## src/rtl/demux_pkg.sv

```systemverilog
// Shared constants for the demux/mux steering family.
//   SEL_A..SEL_D : 2-bit select encodings for outputs a..d
//   N_OUT        : number of steered outputs
//   SEL_W        : select width
package demux_pkg;

    localparam int unsigned N_OUT = 4;
    localparam int unsigned SEL_W = 2;

    localparam logic [SEL_W-1:0] SEL_A = 2'b00;
    localparam logic [SEL_W-1:0] SEL_B = 2'b01;
    localparam logic [SEL_W-1:0] SEL_C = 2'b10;
    localparam logic [SEL_W-1:0] SEL_D = 2'b11;

endpackage

```

## src/rtl/demux_1to4_decode_2to4.sv

```systemverilog
// Combinational 2-bit to one-hot decoder, all-zero on any unmatched select.
//   sel : binary select, MSB first
//   en  : one-hot enable, en[i] set when sel == i
module decode_2to4
    import demux_pkg::*;
(
    input  logic [SEL_W-1:0] sel,
    output logic [N_OUT-1:0] en
);

    // Unmatched (X/Z) selects fall to the default, so no output is enabled.
    always_comb begin
        en = '0;
        case (sel)
            SEL_A:   en = 4'b0001;
            SEL_B:   en = 4'b0010;
            SEL_C:   en = 4'b0100;
            SEL_D:   en = 4'b1000;
            default: en = '0;
        endcase
    end

endmodule

```

## src/rtl/demux_1to4.sv

```systemverilog
// 1-to-4 demultiplexer: steers y onto a/b/c/d by {S_1,S_0}; unselected
// outputs are zero.
//   clk, rst   : clock (rising edge) and async active-high reset
//   y          : data to steer (WIDTH bits)
//   S_1, S_0   : select MSB / LSB
//   a, b, c, d : outputs for select 00 / 01 / 10 / 11
//   REG_OUT    : 1 = registered outputs (1-cycle latency), 0 = combinational
module demux_1to4
    import demux_pkg::*;
#(
    parameter int unsigned WIDTH   = 1,
    parameter int unsigned REG_OUT = 1
) (
    input  logic             clk,
    input  logic             rst,
    input  logic [WIDTH-1:0] y,
    input  logic             S_0,
    input  logic             S_1,
    output logic [WIDTH-1:0] a,
    output logic [WIDTH-1:0] b,
    output logic [WIDTH-1:0] c,
    output logic [WIDTH-1:0] d
);

    logic [N_OUT-1:0] en;
    logic [WIDTH-1:0] gated [N_OUT];

    decode_2to4 u_decode (
        .sel ({S_1, S_0}),
        .en  (en)
    );

    // Per-output AND gating with the replicated enable bit.
    always_comb begin
        for (int i = 0; i < int'(N_OUT); i++) begin
            gated[i] = y & {WIDTH{en[i]}};
        end
    end

    generate
        if (REG_OUT != 0) begin : g_reg
            // Output register bank; reset clears immediately and drops any pending value.
            always_ff @(posedge clk or posedge rst) begin
                if (rst) begin
                    a <= '0;
                    b <= '0;
                    c <= '0;
                    d <= '0;
                end else begin
                    a <= gated[0];
                    b <= gated[1];
                    c <= gated[2];
                    d <= gated[3];
                end
            end
        end else begin : g_bypass
            // Clock and reset have no function in the bypass build.
            logic unused_clk_rst;
            assign unused_clk_rst = clk ^ rst;

            assign a = gated[0];
            assign b = gated[1];
            assign c = gated[2];
            assign d = gated[3];
        end
    endgenerate

endmodule

```

## config.mk

```make
export PLATFORM = sky130hd
export DESIGN_NAME = demux_1to4
export DESIGN_NICKNAME = d
export VERILOG_FILES = /design/src/rtl/demux_pkg.sv /design/src/rtl/demux_1to4_decode_2to4.sv /design/src/rtl/demux_1to4.sv
export SDC_FILE = /design/constraint.sdc
export NUM_CORES = 1
export LEC_CHECK = 0
export ABC_AREA = 1
export CAP_MARGIN = 20
export CORE_AREA = 2 2 39 41
export CTS_BUF_LIST = sky130_fd_sc_hd__clkbuf_4
export DETAILED_ROUTE_END_ITERATION = 16
export DIE_AREA = 0 0 41 43
export SLEW_MARGIN = 20
export SYNTH_ARGS = -nofsm -noshare
export SYNTH_HDL_FRONTEND = slang
export SYNTH_SLANG_ARGS = --single-unit
```

## constraint.sdc

```tcl
create_clock -name clk -period 1.05 [get_ports clk]
set_input_delay 0.105 -clock clk [delete_from_list [all_inputs] [get_ports clk]]
set_output_delay 0.105 -clock clk [all_outputs]
set_load 0.02 [all_outputs]
```

# Word level (Yosys, flattened, before mapping)
# Index checks and enable logic that the tools add are counted.
[totals] elab_cells=13 input_bits=5 register_bits=4 output_inout_bits=4
[op_classes] muxes=1 n_reduce_logical=1 eq_ne=3 bitwise=4
[op_table] operator="$pmux 4 s4" n=1
[op_table] operator="$and 1x1->1" n=4
[op_table] operator="$eq 2x2->1 const B" n=2
[op_table] operator="$eq 2x1->1 const B" n=1
[op_table] operator="$logic_not 2->1" n=1

# Depth between registers and ports, before layout
# Gate-level depths: netlist of run 1.
[depth] ltp_word=3 mapped_depth=3 mapped_depth_nobuf=3

# Hierarchy
# A second synthesis of run 1 with hierarchy kept.
[unflattened] hier_cells=20 hier_area_um2=160.2
[modules_own_cells] module="demux_1to4" instances=1 cells_each=13 seq_area_each_um2=100.1 area_per_inst_um2=133.9
[modules_own_cells] module="decode_2to4" instances=1 cells_each=7 seq_area_each_um2=0.0 area_per_inst_um2=26.3

# Least setup slack after synthesis of run 1
# No wires, ideal clock.
[synth_timing] path_type="register -> output" startpoint="register a" endpoint="output port a" arrival_time_ps=416 n_path_buf=0 path_slack_ps=529 path_stages_with_launch=1 path_cell_list="dfrtp_1"
[synth_lines] element="from (decl)" line_no="demux_1to4.sv:19" text="output logic [WIDTH-1:0] a,"
[synth_lines] element="from (signal assigned)" line_no="demux_1to4.sv:50" text="a <= gated[0];"
# No word-level cell between the ends.

# Worst setup path in the final report of run 1
[layout_timing] startpoint="register c" endpoint="output port c"
[layout_lines] element="from (decl)" line_no="demux_1to4.sv:21" text="output logic [WIDTH-1:0] c,"
[layout_lines] element="from (signal assigned)" line_no="demux_1to4.sv:52" text="c <= gated[2];"
# No word-level cell between the ends.

==> results of run 1 <==
power by group through the flow:
stage               clock [uW]  combinational (uW)  sequential [uW]
finish                     182                41.8              162
global route               210                46.9              162
CTS                        193                42.5              162
detailed placement           0                46.6              164
global placement             0                46.0              164
floorplan                    0                8.95              172
layout make-up:
| cell class | count | area, sq um |
|---|---|---|
| Clock buffer | 3 | 22.52 |
| Fill cell | 158 | 1132 |
| Inverter | 3 | 11.26 |
| Multi-Input combinational cell | 6 | 22.52 |
| Sequential cell | 4 | 100.1 |
| Tap cell | 16 | 20.02 |
| Timing Repair Buffer | 8 | 75.07 |
layer usage:
metal  routed length [um]  part of all wire  vias to the layer above
li1                     -                 -                       59
met1                   98              0.44                       42
met2                   89              0.40                        8
met3                   34              0.15                        0
met4                    0                 0                        0
met5                    0                 0                        -
placed cells by master (no fill, tap or decap):
cell type / instances
inv_1: 3
clkdlybuf4s50_1: 4
nor2_1: 4
clkbuf_4: 3
nand2_1: 2
dfrtp_1: 4
dlygate4sd2_1: 4
flip-flops by register name, summed over array words and instances, names as in the netlist:
register / cells
d: 1
a: 1
c: 1
b: 1
worst paths after layout:
check,to,slack (ps),cells after the start
min,b,60,2
max,c,60,1
max in group asynchronous,a,850,2
min in group clk,b,460,3
timing repair:
| action | in CTS | in global routing |
|---|---|---|
| setup endpoints to repair | 4 | 0 |
| setup buffers | 0 | 0 |
| resized for setup | 4 | 0 |
logic make-up (layout without fill, tap and decap cells):
family	Yosys count	count (layout)	synth area share
flops	4	4	0.7477
simple gates	6	6	0.1682
buf+inv	3	14	0.08411
stage by stage:
| step | hold WS (ps) | cells |
|---|---|---|
| final | 56.05 | 40 |
| after global routing | 75.95 | 40 |
| after CTS | 52.74 | 40 |
| after detailed placement | 293.9 | 37 |
| after global placement | 297.6 | 37 |
| after floorplan | -128.9 | 13 |
==> out/qor.csv, run 1 <==
metric;value;unit
worstSetupStartpointType;flop;
htreeDepth;1;
crit_path_end_kind;primary output;
grt_pass1_wl;393;um
cts_buffers;3;
swShare;0.1970;
synth-seq-cells;4;
grt_overflow;0;
wl;222;um
rsz0062_at_grt;no;
p_sw;75.94;uW
grtUsageMet2;0.03438;
cts_tree;built;
synth-warning-count;0;
netlist_area;133.9;sq um
cts.clk_slew.worst_paths;40;ps
post-synth-top-area-cell;dfrtp_1;
yosysTopAreaCellShare;0.7477;
place_area;234.0;sq um
nNetsFinal;31;
irDropWorstVdd;0.2157;mV
wire_per_inst;5.550;um
max_slew_margin;0.8598;
fin_crit_sh;0.9413;
synthTopCellsByArea;dfrtp_1 (75%), nor2_1 (11%), inv_1 (8.4%), nand2_1 (5.6%);
synthCells;13;
clk_path_buf_depth;2;
area_growth;87.85;%
pin_count;9;
grt_start_max_net_pins;5;
drcViolationCount;0;
design_area;251.5;sq um
dieHeight;43;um
drt_pre_antenna_iters;2;
yosys_most_used_dff;dfrtp_1;
setup.worst_path.start;c;
fin_crit;988.3;ps
slowest_stage;dfrtp_1;
final_util;0.1817;
critPathMaxStageDelay;350;ps
maxSlewViolCount;0;
ys_async_sr_fraction;1.000;
hold_violations;0;
antenna_found_initial;0;
drt_iter0_drc;3;
arrival;880;ps
synth_edf_count;0;
power;385.4;uW
internal_power;309.4;uW
worstPathCellList;dlygate4sd2_1;
met1_usage;0.04194;
grt_pass1_vias;105;
tns;0;ps
row_count;14;
vias;109;
required;940;ps
synth.top_cells.by_count;dfrtp_1 (4), nor2_1 (4), inv_1 (3);
syn_avg_cell_area;10.30;sq um
die_x;41;um
dieArea;0.001763;sq mm
setup_viol;0;
power_density;1532;mW/mm^2
cts_root_buffer;clkbuf_4;
synthesis.nets;18;
ant_nets;0;
dp_slack;51.26;ps
core_area;0.001384;sq mm
path_buf_inv;1;
worstMarginPinSlew;211.1;ps
setup_ws;61.65;ps
grt_use_met3;0.03141;
track_usage;0.04221;
outcome;finished clean;
cts_hold_buf;0;
hold_path.class;in2async;
pwr-share-seq;0.420;
yosysSeqAreaShare;0.7477;
port_buffers;8;
fmax;1012;MHz
gp_congestion;0.5727;
synth.distinct_cells;4;
crit_family;flip-flops;
start_util;0.09674;
drive_above_1_share;0.1250;
busiest_layer;met4;
vias_per_cell;2.725;
clkPwrFrac;0.472;
path_class;reg2out;
drv_cap;0;
p_leak;0.0001420;uW
cts_sinks;4;
n_antenna_cell;0;
crit_fanout;1;
comb_power_share;0.109;
(Power assumes the default switching activity.)
==> run 2: changes to the inputs <==
- clock period: 1.05 -> 0.87 ns (I/O delays scaled with it)
==> run 2 against run 1 <==
  * Power is 20% higher
  * Final area is 6.0% lower
  * Setup slack worse by 2.5 ps
  * Via count stayed put
  * Critical path type unchanged
  * Final cell count stayed put
  * Die area stayed put
  * Largest power group unchanged
  * Largest cell class unchanged
  * Sequential power is 20% higher
  * Worst hold slack worse by 18 ps
  * Highest routed layer unchanged
  * Non-clock buffer count stayed put
  * Wire length is 3.6% higher
  * Global-route usage stayed put
  * Combinational power is 17% higher
==> out/qor.csv, run 2 (synthesized netlist as in run 1, its figures left out) <==
metric;value;unit;change
outcome;finished clean;;
area_growth;76.64;%;
crit_path_end_kind;primary output;;
cts_hold_buf;0;;unchanged
grt_pass1_wl;393;um;unchanged
arrival;720;ps;-160 ps
power_density;1960;mW/mm^2;+28%
crit_fanout;1;;unchanged
fin_crit_sh;0.9320;;
worstMarginPinSlew;140.5;ps;-70.66 ps
holdWs;37.89;ps;-18.16 ps
rsz0062_at_grt;no;;
htreeDepth;1;;unchanged
path_buf_inv;1;;unchanged
core_area;0.001384;sq mm;unchanged
critPathMaxStageDelay;350;ps;about the same
wl;230;um;+3.6%
start_util;0.09674;;unchanged
final_util;0.1709;;-0.01085
max_slew_margin;0.9063;;+0.04644
final_cell_mix;nor2_1 (4), dfrtp_1 (4), clkdlybuf4s50_1 (4), buf_2 (4);;
cts.clk_slew.worst_paths;40;ps;about the same
hold_path.class;in2async;;
dieHeight;43;um;unchanged
cts_buffers;3;;unchanged
grt_overflow;0;;unchanged
port_buffers;8;;unchanged
tns;0;ps;unchanged
drt_pre_antenna_iters;2;;unchanged
drv_cap;0;;unchanged
required;780;ps;-160 ps
maxSlewViolCount;0;;unchanged
n_antenna_cell;0;;unchanged
slowest_stage;dfrtp_1;;
p_leak;0.0001327;uW;-6.5%
cts_sinks;4;;unchanged
hold_violations;0;;unchanged
wire_per_inst;5.750;um;+3.6%
crit_family;flip-flops;;
path_class;reg2out;;
drcViolationCount;0;;unchanged
cts_tree;built;;
gp_congestion;0.5727;;unchanged
vias;109;;unchanged
power;463.5;uW;+20%
setup_viol;0;;unchanged
clk_path_buf_depth;2;;unchanged
fin_crit;810.9;ps;
irDropWorstVdd;0.2595;mV;+20%
cts_root_buffer;clkbuf_4;;
pin_count;9;;unchanged
die_x;41;um;unchanged
dieArea;0.001763;sq mm;unchanged
worstSetupStartpointType;flop;;
vias_per_cell;2.725;;unchanged
ant_nets;0;;unchanged
antenna_found_initial;0;;unchanged
drive_above_1_share;0.2917;;+0.1667
worstPathCellList;buf_2;;
drt_iter0_drc;3;;unchanged
nNetsFinal;31;;unchanged
fmax;1233;MHz;
track_usage;0.04221;;unchanged
row_count;14;;unchanged
grt_pass1_vias;105;;unchanged
grt_start_max_net_pins;5;;unchanged
cts_setup_buffers;0;;unchanged
run 2: cell count changes in the layout (fill, tap and decap cells not counted):
cell / delta
buf_2: +4
dlygate4sd2_1: -4
run 2: area by class of cell:
class / instances / area [sq um]
multi-input combinational: 6 / 22.52
tap: 16 / 20.02
timing repair buffer: 8 / 60.06
fill: 164 / 1147
sequential: 4 / 100.1
inverter: 3 / 11.26
clock buffer: 3 / 22.52
run 2: repair_timing:
| action | in CTS | in global routing |
|---|---|---|
| endpoints found under the hold margin | 0 | 0 |
| endpoints found under the setup margin | 4 | 0 |
| resized for setup | 16 | 0 |
run 2: stage by stage:
step                      worst slack, ps  cells  area [sq um]
after floorplan                     367.0     13         133.9
after global placement             -111.0     37         234.0
after detailed placement           -110.7     37         234.0
after CTS                           47.25     40         236.5
after global routing                26.75     40         236.5
final                               59.13     40         236.5
run 2: where the power goes:
group          leakage, uW  switching, uW  total, uW  internal [uW]
sequential       0.0000538           1.24        195            194
combinational    0.0000651           24.9       48.8           23.9
clock            0.0000138           65.7        219            154
total             0.000133           91.8        463            372
run 2: worst max-delay path by stage:
stage / start / end / cells past startpoint
detailed placement: a / a / 1
finish: c / c / 1
global route: d / d / 1
floorplan: a / a / 0
global placement: c / c / 1
CTS: d / d / 1
run 2: metal layers:
layer,GRT usage,vias to the layer above,share of wire
met5,0,-,0
met4,0.08000,0,0
met3,0.03141,0,0.18
met2,0.03438,8,0.39
met1,0.04194,42,0.43
li1,-,59,-
